## config.mk

```make
export PLATFORM = sky130hd
export DESIGN_NAME = fetch_stage
export DESIGN_NICKNAME = d
export VERILOG_FILES = /design/src/rtl/fetch_pkg.sv /design/src/rtl/fetch_pc_gen.sv /design/src/rtl/fetch_stage.sv
export SDC_FILE = /design/constraint.sdc
export NUM_CORES = 1
export LEC_CHECK = 0
export CAP_MARGIN = 20
export CORE_MARGIN = 3
export CORE_UTILIZATION = 49
export CTS_CLUSTER_SIZE = 28
export DETAILED_ROUTE_END_ITERATION = 8
export PLACE_DENSITY = 0.87
export SYNTH_ARGS = -nofsm -noshare
export SYNTH_HDL_FRONTEND = slang
export SYNTH_HIERARCHICAL = 1
export SYNTH_SLANG_ARGS = --single-unit
```

## constraint.sdc

```tcl
create_clock -name clk -period 5.2 [get_ports clk]
set_input_delay 1.04 -clock clk [delete_from_list [all_inputs] [get_ports clk]]
set_output_delay 1.04 -clock clk [all_outputs]
set_load 0.01 [all_outputs]
```

## src/rtl/fetch_pkg.sv

```systemverilog
// fetch_pkg: shared widths, types and constants for the instruction-fetch stage
package fetch_pkg;
  localparam int XLEN = 32;
  typedef logic [XLEN-1:0] pc_t;
  typedef logic [XLEN-1:0] instr_t;
  typedef struct packed {
    logic   valid;
    pc_t    pc;
    instr_t instruction;
  } ifid_t;
  localparam instr_t NOP_INSTR = '0;
endpackage

```

## src/rtl/fetch_pc_gen.sv

```systemverilog
// pc_gen: program-counter register with reset/redirect/increment/hold next-PC mux
module pc_gen import fetch_pkg::*; #(
  parameter int N = XLEN,
  parameter logic [N-1:0] RESET_PC = '0
) (
  input  logic         clk,
  input  logic         rst_n,
  input  logic         redirect_valid,
  input  logic [N-1:0] redirect_pc,
  input  logic         inc,
  output logic [N-1:0] pc_q
);
  logic [N-1:0] pc_d;
  always_comb pc_d = redirect_valid ? redirect_pc : inc ? pc_q + 1'b1 : pc_q;
  always_ff @(posedge clk)
    if (!rst_n) pc_q <= RESET_PC;
    else pc_q <= pc_d;
endmodule

```

## src/rtl/fetch_stage.sv

```systemverilog
// fetch_stage: PC owner driving imem plus IF/ID valid/ready register; optional FETCH_BOUND_CHECK_EN flags fetches at pc>=INS
module fetch_stage import fetch_pkg::*; #(
  parameter int N = XLEN,
  parameter int INS = 10,
  parameter logic [N-1:0] RESET_PC = '0
) (
  input  logic         clk,
  input  logic         rst_n,
  input  logic         fetch_en,
  input  logic         redirect_valid,
  input  logic [N-1:0] redirect_pc,
  output logic [N-1:0] imem_pc,
  input  logic [N-1:0] imem_instruction,
  output logic         out_valid,
  input  logic         out_ready,
  output logic [N-1:0] out_pc,
  output logic [N-1:0] out_instruction,
  output logic         fetch_fault
);
  ifid_t ifid_q, ifid_d;
  logic [N-1:0] pc_q;
  logic load, oob;
  pc_gen #(.N(N), .RESET_PC(RESET_PC)) u_pc_gen (
    .clk(clk),
    .rst_n(rst_n),
    .redirect_valid(redirect_valid),
    .redirect_pc(redirect_pc),
    .inc(load && !oob),
    .pc_q(pc_q)
  );
  always_comb begin
    load = fetch_en && (!ifid_q.valid || out_ready);
    ifid_d = ifid_q;
    if (redirect_valid) ifid_d.valid = 1'b0;
    else if (load) ifid_d = oob ? '{valid: 1'b0, pc: ifid_q.pc, instruction: ifid_q.instruction}
                                : '{valid: 1'b1, pc: pc_q, instruction: imem_instruction};
    else if (ifid_q.valid && out_ready) ifid_d.valid = 1'b0;
  end
  always_ff @(posedge clk)
    if (!rst_n) ifid_q <= '{valid: 1'b0, pc: '0, instruction: NOP_INSTR};
    else ifid_q <= ifid_d;
`ifdef FETCH_BOUND_CHECK_EN
  logic fault_q, fault_d;
  always_comb begin
    oob = pc_q >= N'(INS);
    fault_d = redirect_valid ? fault_q && (redirect_pc >= N'(INS)) : fault_q || (load && oob);
  end
  always_ff @(posedge clk)
    if (!rst_n) fault_q <= 1'b0;
    else fault_q <= fault_d;
  assign fetch_fault = fault_q;
`else
  assign oob = 1'b0;
  assign fetch_fault = 1'b0;
`endif
  assign imem_pc = pc_q;
  assign out_valid = ifid_q.valid;
  assign out_pc = ifid_q.pc;
  assign out_instruction = ifid_q.instruction;
endmodule
```

==> key figures, run 1 <==
Routing
  – Via density: 5.52
  – Total detailed-routing wirelength: 12.4 mm
  – DR WL met2: 6.15 mm
  – Routed via count: 4310
  – Antenna viol nets, final: 0
  – DR iter-0 viols: 194
  – Post-Route M1 WL: 5.21 mm
  – Drt pass-1 iters: 4
  – WL met3: 923 um
  – DR top layer: met4
  – Routed length per instance: 15.9 um
  – # DRC: 0

Timing
  – RSZ-0062 raised after global routing: no
  – Worst-Margin Slew: 929 ps
  – Final Cycle Share: 60.1%
  – Max Fclk: 320 MHz
  – Final-report hold violation count: 0
  – Tmin final: 3130 ps
  – Total negative slack: 0 ps
  – Relative slew slack: 37.5%
  – Final setup viols: 0
  – Final slew viol count: 0
  – Hold WS: 461 ps
  – Setup Skew: 9.95 ps

Power and ir drop
  – Switching Power: 0.426 mW
  – Combinational share of power: 16.7%
  – Sequential share of power: 50.5%
  – Leakage: 2.33 nW
  – PwrDens: 256 nW/um^2
  – Total power: 1.64 mW
  – Clock power share: 32.9%
  – Sw frac: 26.0%
  – Worst IR Drop VDD: 200 uV
  – Internal: 1.21 mW

Layout
  – Share of layout cells above drive strength 1: 5.35%
  – Syn-to-layout area delta: 38.5%
  – Most frequent cells in the layout: 164 x clkdlybuf4s50_1, 145 x nand2_1, 97 x dfxtp_1
  – Fin nets: 738
  – Commonest non-fill, non-tap cell in the layout: clkdlybuf4s50_1
  – Antenna Cells: 0

Global route
  – Vias in the first global route: 4173
  – Global-route wire length before repair: 19.3 mm
  – Initial antenna violation count: 0
  – Pin count of the biggest net entering global routing: 102
  – GRT Util Overall: 22.5%
  – Congestion Overflow GR: 0

Yosys
  – Top cell type's share of synthesized area: 42.0%
  – Part of the Yosys area used for sequential elements: 42.0%
  – Ys Warns: 6
  – Mapped Area: 4620 sq um
  – EDFF count, synth: 0
  – Mean post-synth cell area: 8.83 sq um
  – Synthesized Nets: 593
  – Ranking of synthesized cells by area: dfxtp_1 42%, mux2i_1 14%, nand2_1 12%
  – Synth async-reset ratio: 0%
  – Synth Instances: 523
  – Register bit total from synthesis: 97
  – Synth unique cells: 53
  – Biggest area consumer among synthesized cells: dfxtp_1
  – Dominant synthesized flop cell: dfxtp_1

Clock tree
  – Clk sinks: 97
  – Root buf cell: clkbuf_8
  – Inserted Clock Buffers: 9
  – Worst-skew pair later-pin latency: 360 ps
  – Post_cts resized: 0
  – Deepest clock path buffer count: 2
  – Hold Buf Count CTS: 0
  – CTS tree: built
  – CTS H-tree depth: 3
  – Post CTS Setup Buffer Count: 0
  – Clock Pin Slew Worst Setup and Hold Paths: 100 ps

Die
  – Die span in x: 103 um
  – Starting Density: 51.7%
  – Die height: 103 um
  – Core area: 8930 sq um
  – Std-Cell Rows: 34
  – Die area: 10600 sq um
  – Io pins: 167

Hold path
  – Hold crit path type: reg2reg
  – WHS Path Cells: 2
  – Min-delay src: out_instruction[17]

Setup path
  – Type of origin of the critical path: input pin
  – Worst Path Required: 5460 ps
  – CP Class: in2reg
  – Worst Path Max Fanout: 12
  – R2R depth: 6
  – Setup crit start: out_ready
  – Reg2reg start: out_valid
  – Critical Path AT: 3390 ps
  – CP endpoint kind: flop

Place
  – Gpl congestion: 0.876
  – Post-DP HPWL: 8.97 mm
  – Buffers on Ports: 165

Status
  – Status: complete, no violations

Job
  – Maxcap violations: 0
[power by group through the flow]
stage / Combinational (mW) / Clock, mW / Sequential [mW]
6_report: 0.273 / 0.538 / 0.826
5_1_grt: 0.296 / 0.576 / 0.833
4_1_cts: 0.275 / 0.551 / 0.825
3_5_place_dp: 0.274 / 0 / 0.843
3_3_place_gp: 0.267 / 0 / 0.841
2_1_floorplan: 0.117 / 0 / 0.852
[flip-flops by register name, indices dropped and copies added, names as in the netlist]
signal	count
out_instruction	32
out_pc	32
out_valid	1
u_pc_gen/pc_q	32
[metal layers]
layer	global-route usage, %	vias up
met1	27.4	2035
met3	5.55	9
li1	-	2117
met2	40.2	149
met5	0	-
met4	4.88	0
[Yosys cell counts, drive strengths merged (5+ instances only)]
library cell	count
a21oi	10
a31oi	10
and3	5
and4	6
buf	15
clkbuf	20
dfxtp	97
inv	6
mux2i	65
nand2	145
nand3	15
nand4	12
nor2	7
nor3	8
nor4	5
o211a	7
o21ai	27
o31ai	8
or4	11
xnor2	8
[kinds of logic (layout without fill, tap and decap cells)]
kind of cell               after synthesis  in the layout  share of synthesized area, %
buffers and inverters                   42            192                          6.25
and+or+nand+nor                        233            233                          24.9
AOI/OAI and AO/OA                       72             72                          10.2
adders and majority gates                1              1                         0.271
muxes                                   65             65                          14.1
DFF                                     97             97                          42.0
xor gates and xnor gates                12             12                          2.27
other                                    1              1                        0.0812
[worst max-delay path, stage by stage]
cell and delay [ps]:
clkdlybuf4s50_1 510, nor2b_4 60, and2b_2 350, nand4_1 210
nor4_2 740, a31oi_1 190, o221a_2 280
[path summary, 6_finish.rpt]
check | slack, ps | endpoint
worst min register to register | 460 | out_instruction[17]
worst max register to register | 2870 | u_pc_gen/pc_q[18]
worst max-delay path | 2070 | u_pc_gen/pc_q[18]
worst min-delay path | 460 | out_instruction[17]
[layout make-up]
cell class,instances,area (sq um)
inverter,6,22.5
sequential,97,1940
timing repair buffer,170,1690
fill,668,2530
clock inverter,6,90.1
tap,108,135
clock buffer,10,128
multi-input combinational,384,2400
[per-stage QoR]
step | cell area (sq um) | utilization (%) | cells | setup WS (ps)
2_1_floorplan | 4620 | - | 523 | 2560
3_3_place_gp | 6180 | 69.2 | 765 | 1870
3_5_place_dp | 6180 | 69.2 | 765 | 1740
4_1_cts | 6400 | 71.6 | 781 | 2130
5_1_grt | 6400 | 71.6 | 781 | 1890
6_report | 6400 | 71.6 | 781 | 2070
Power figures use the tool's default switching activity.
==> inputs of run 2 (changes only) <==
CORE_UTILIZATION = 45   (was 49)
PLACE_DENSITY = 0.81   (was 0.87)
clock period = 3.07 ns   (was 5.2 ns; I/O delays follow)
==> run 2 against run 1 <==
Against the previous run:
- wire length barely moved
- via count fell by 0.49%
- first-iteration DRC count rose by 83%
- combinational power rose by 70%
- sequential power rose by 69%
- total power rose by 58%
- critical endpoint is now u_pc_gen/pc_q[25]
- highest routed layer unchanged
==> key figures, run 2 (synthesized netlist as in run 1, its figures left out) <==
Global route
  – Congestion Overflow GR: 0
  – Vias in the first global route: 4016
  – Global-route wire length before repair: 19.7 mm
  – Initial antenna violation count: 0
  – Pin count of the biggest net entering global routing: 87
  – GRT Util Overall: 20.9%

Setup path
  – Critical-path cell list: clkdlybuf4s50_1 > nor2b_4 > and2b_2 > nand3_1 > or3_4 > or4_1 > a31oi_1
  – CP endpoint kind: flop
  – Worst Path Required: 3340 ps
  – CP Class: in2reg
  – Worst Path Max Fanout: 12
  – Type of origin of the critical path: input pin
  – Critical Path AT: 2760 ps
  – Worst path slowest cell: or4_1
  – Crit path largest cell delay: 520 ps

Clock tree
  – Hold Buf Count CTS: 0
  – Deepest clock path buffer count: 2
  – Clk sinks: 97
  – Post_cts resized: 0
  – CTS H-tree depth: 3
  – Clock Pin Slew Worst Setup and Hold Paths: 90 ps
  – Post CTS Setup Buffer Count: 0
  – Inserted Clock Buffers: 9
  – CTS tree: built
  – Worst-skew pair later-pin latency: 350 ps
  – Root buf cell: clkbuf_8

Die
  – Die height: 107 um
  – Die span in x: 107 um
  – Std-Cell Rows: 36
  – Core area: 9860 sq um
  – Die area: 11500 sq um
  – Io pins: 167
  – Starting Density: 46.8%

Routing
  – Total detailed-routing wirelength: 12.4 mm
  – Via density: 5.30
  – Antenna viol nets, final: 0
  – DR iter-0 viols: 355
  – Routed via count: 4289
  – Routed length per instance: 15.3 um
  – Drt pass-1 iters: 5
  – # DRC: 0

Place
  – Gpl congestion: 0.774
  – DP Worst Slack: 239 ps
  – Dpl cell area: 6240 sq um
  – Buffers on Ports: 165
  – Post-DP HPWL: 9.08 mm

Layout
  – Commonest non-fill, non-tap cell in the layout: clkdlybuf4s50_1
  – Fin util: 64.9%
  – Antenna Cells: 0
  – Most frequent cells in the layout: 164 x clkdlybuf4s50_1, 145 x nand2_1, 97 x dfxtp_1
  – Fin nets: 742
  – Final std cell area, no fill: 6400 sq um
  – Share of layout cells above drive strength 1: 5.77%
  – Syn-to-layout area delta: 38.6%

Timing
  – Max Fclk: 401 MHz
  – Relative slew slack: 49.6%
  – Setup Skew: 5.93 ps
  – Worst-Margin Slew: 755 ps
  – Total negative slack: 0 ps
  – Tmin final: 2490 ps
  – Final-report hold violation count: 0
  – Final Cycle Share: 81.2%
  – RSZ-0062 raised after global routing: no
  – Final WS setup: 578 ps
  – Final slew viol count: 0
  – Final setup viols: 0

Power and ir drop
  – PwrDens: 403 nW/um^2
  – Worst IR Drop VDD: 225 uV
  – Leakage: 2.33 nW

Status
  – Status: complete, no violations

Hold path
  – Hold crit path type: reg2reg

Job
  – Maxcap violations: 0
[run 2: worst paths after layout]
path	startpoint	endpoint	slack, ps	cells past startpoint
worst max-delay path	out_ready	u_pc_gen/pc_q[25]	580	7
worst min-delay path	out_pc[6]	out_pc[6]	460	2
worst max register to register	out_valid	u_pc_gen/pc_q[25]	950	6
worst min register to register	out_pc[6]	out_pc[6]	460	2
[run 2: layer usage]
metal | vias to the layer above | share of wire, % | track usage, %
met5 | - | 0 | 0
met4 | 0 | 1.1 | 5.86
met3 | 12 | 7.6 | 4.74
met2 | 157 | 48 | 35.1
met1 | 1994 | 43 | 27.0
li1 | 2126 | - | -
[run 2: final cells by class]
cell class | instances | area [sq um]
clock buffer | 11 | 141
sequential | 97 | 1940
multi-input combinational | 384 | 2400
inverter | 6 | 22.5
fill | 838 | 3460
clock inverter | 4 | 20.0
timing repair buffer | 174 | 1720
tap | 133 | 166
[run 2: worst max-delay path, delay by kind of cell]
kind	cells	cell delay, ps
and+or+nand+nor	5	1460
buffers and inverters	1	500
AOI/OAI and AO/OA	1	190
[run 2: report_power, final]
group / switching, mW / internal, mW / total (mW)
registers: 0.0768 / 1.32 / 1.40
logic: 0.197 / 0.267 / 0.464
clock network: 0.412 / 0.308 / 0.719
[run 2: metrics by stage]
step | hold slack, ps | instances | total power, mW
floorplan | 479 | 523 | 1.64
global placement | 442 | 794 | 1.88
detailed placement | 451 | 794 | 1.89
CTS | 464 | 809 | 2.61
global route | 477 | 809 | 2.71
finish | 460 | 809 | 2.58
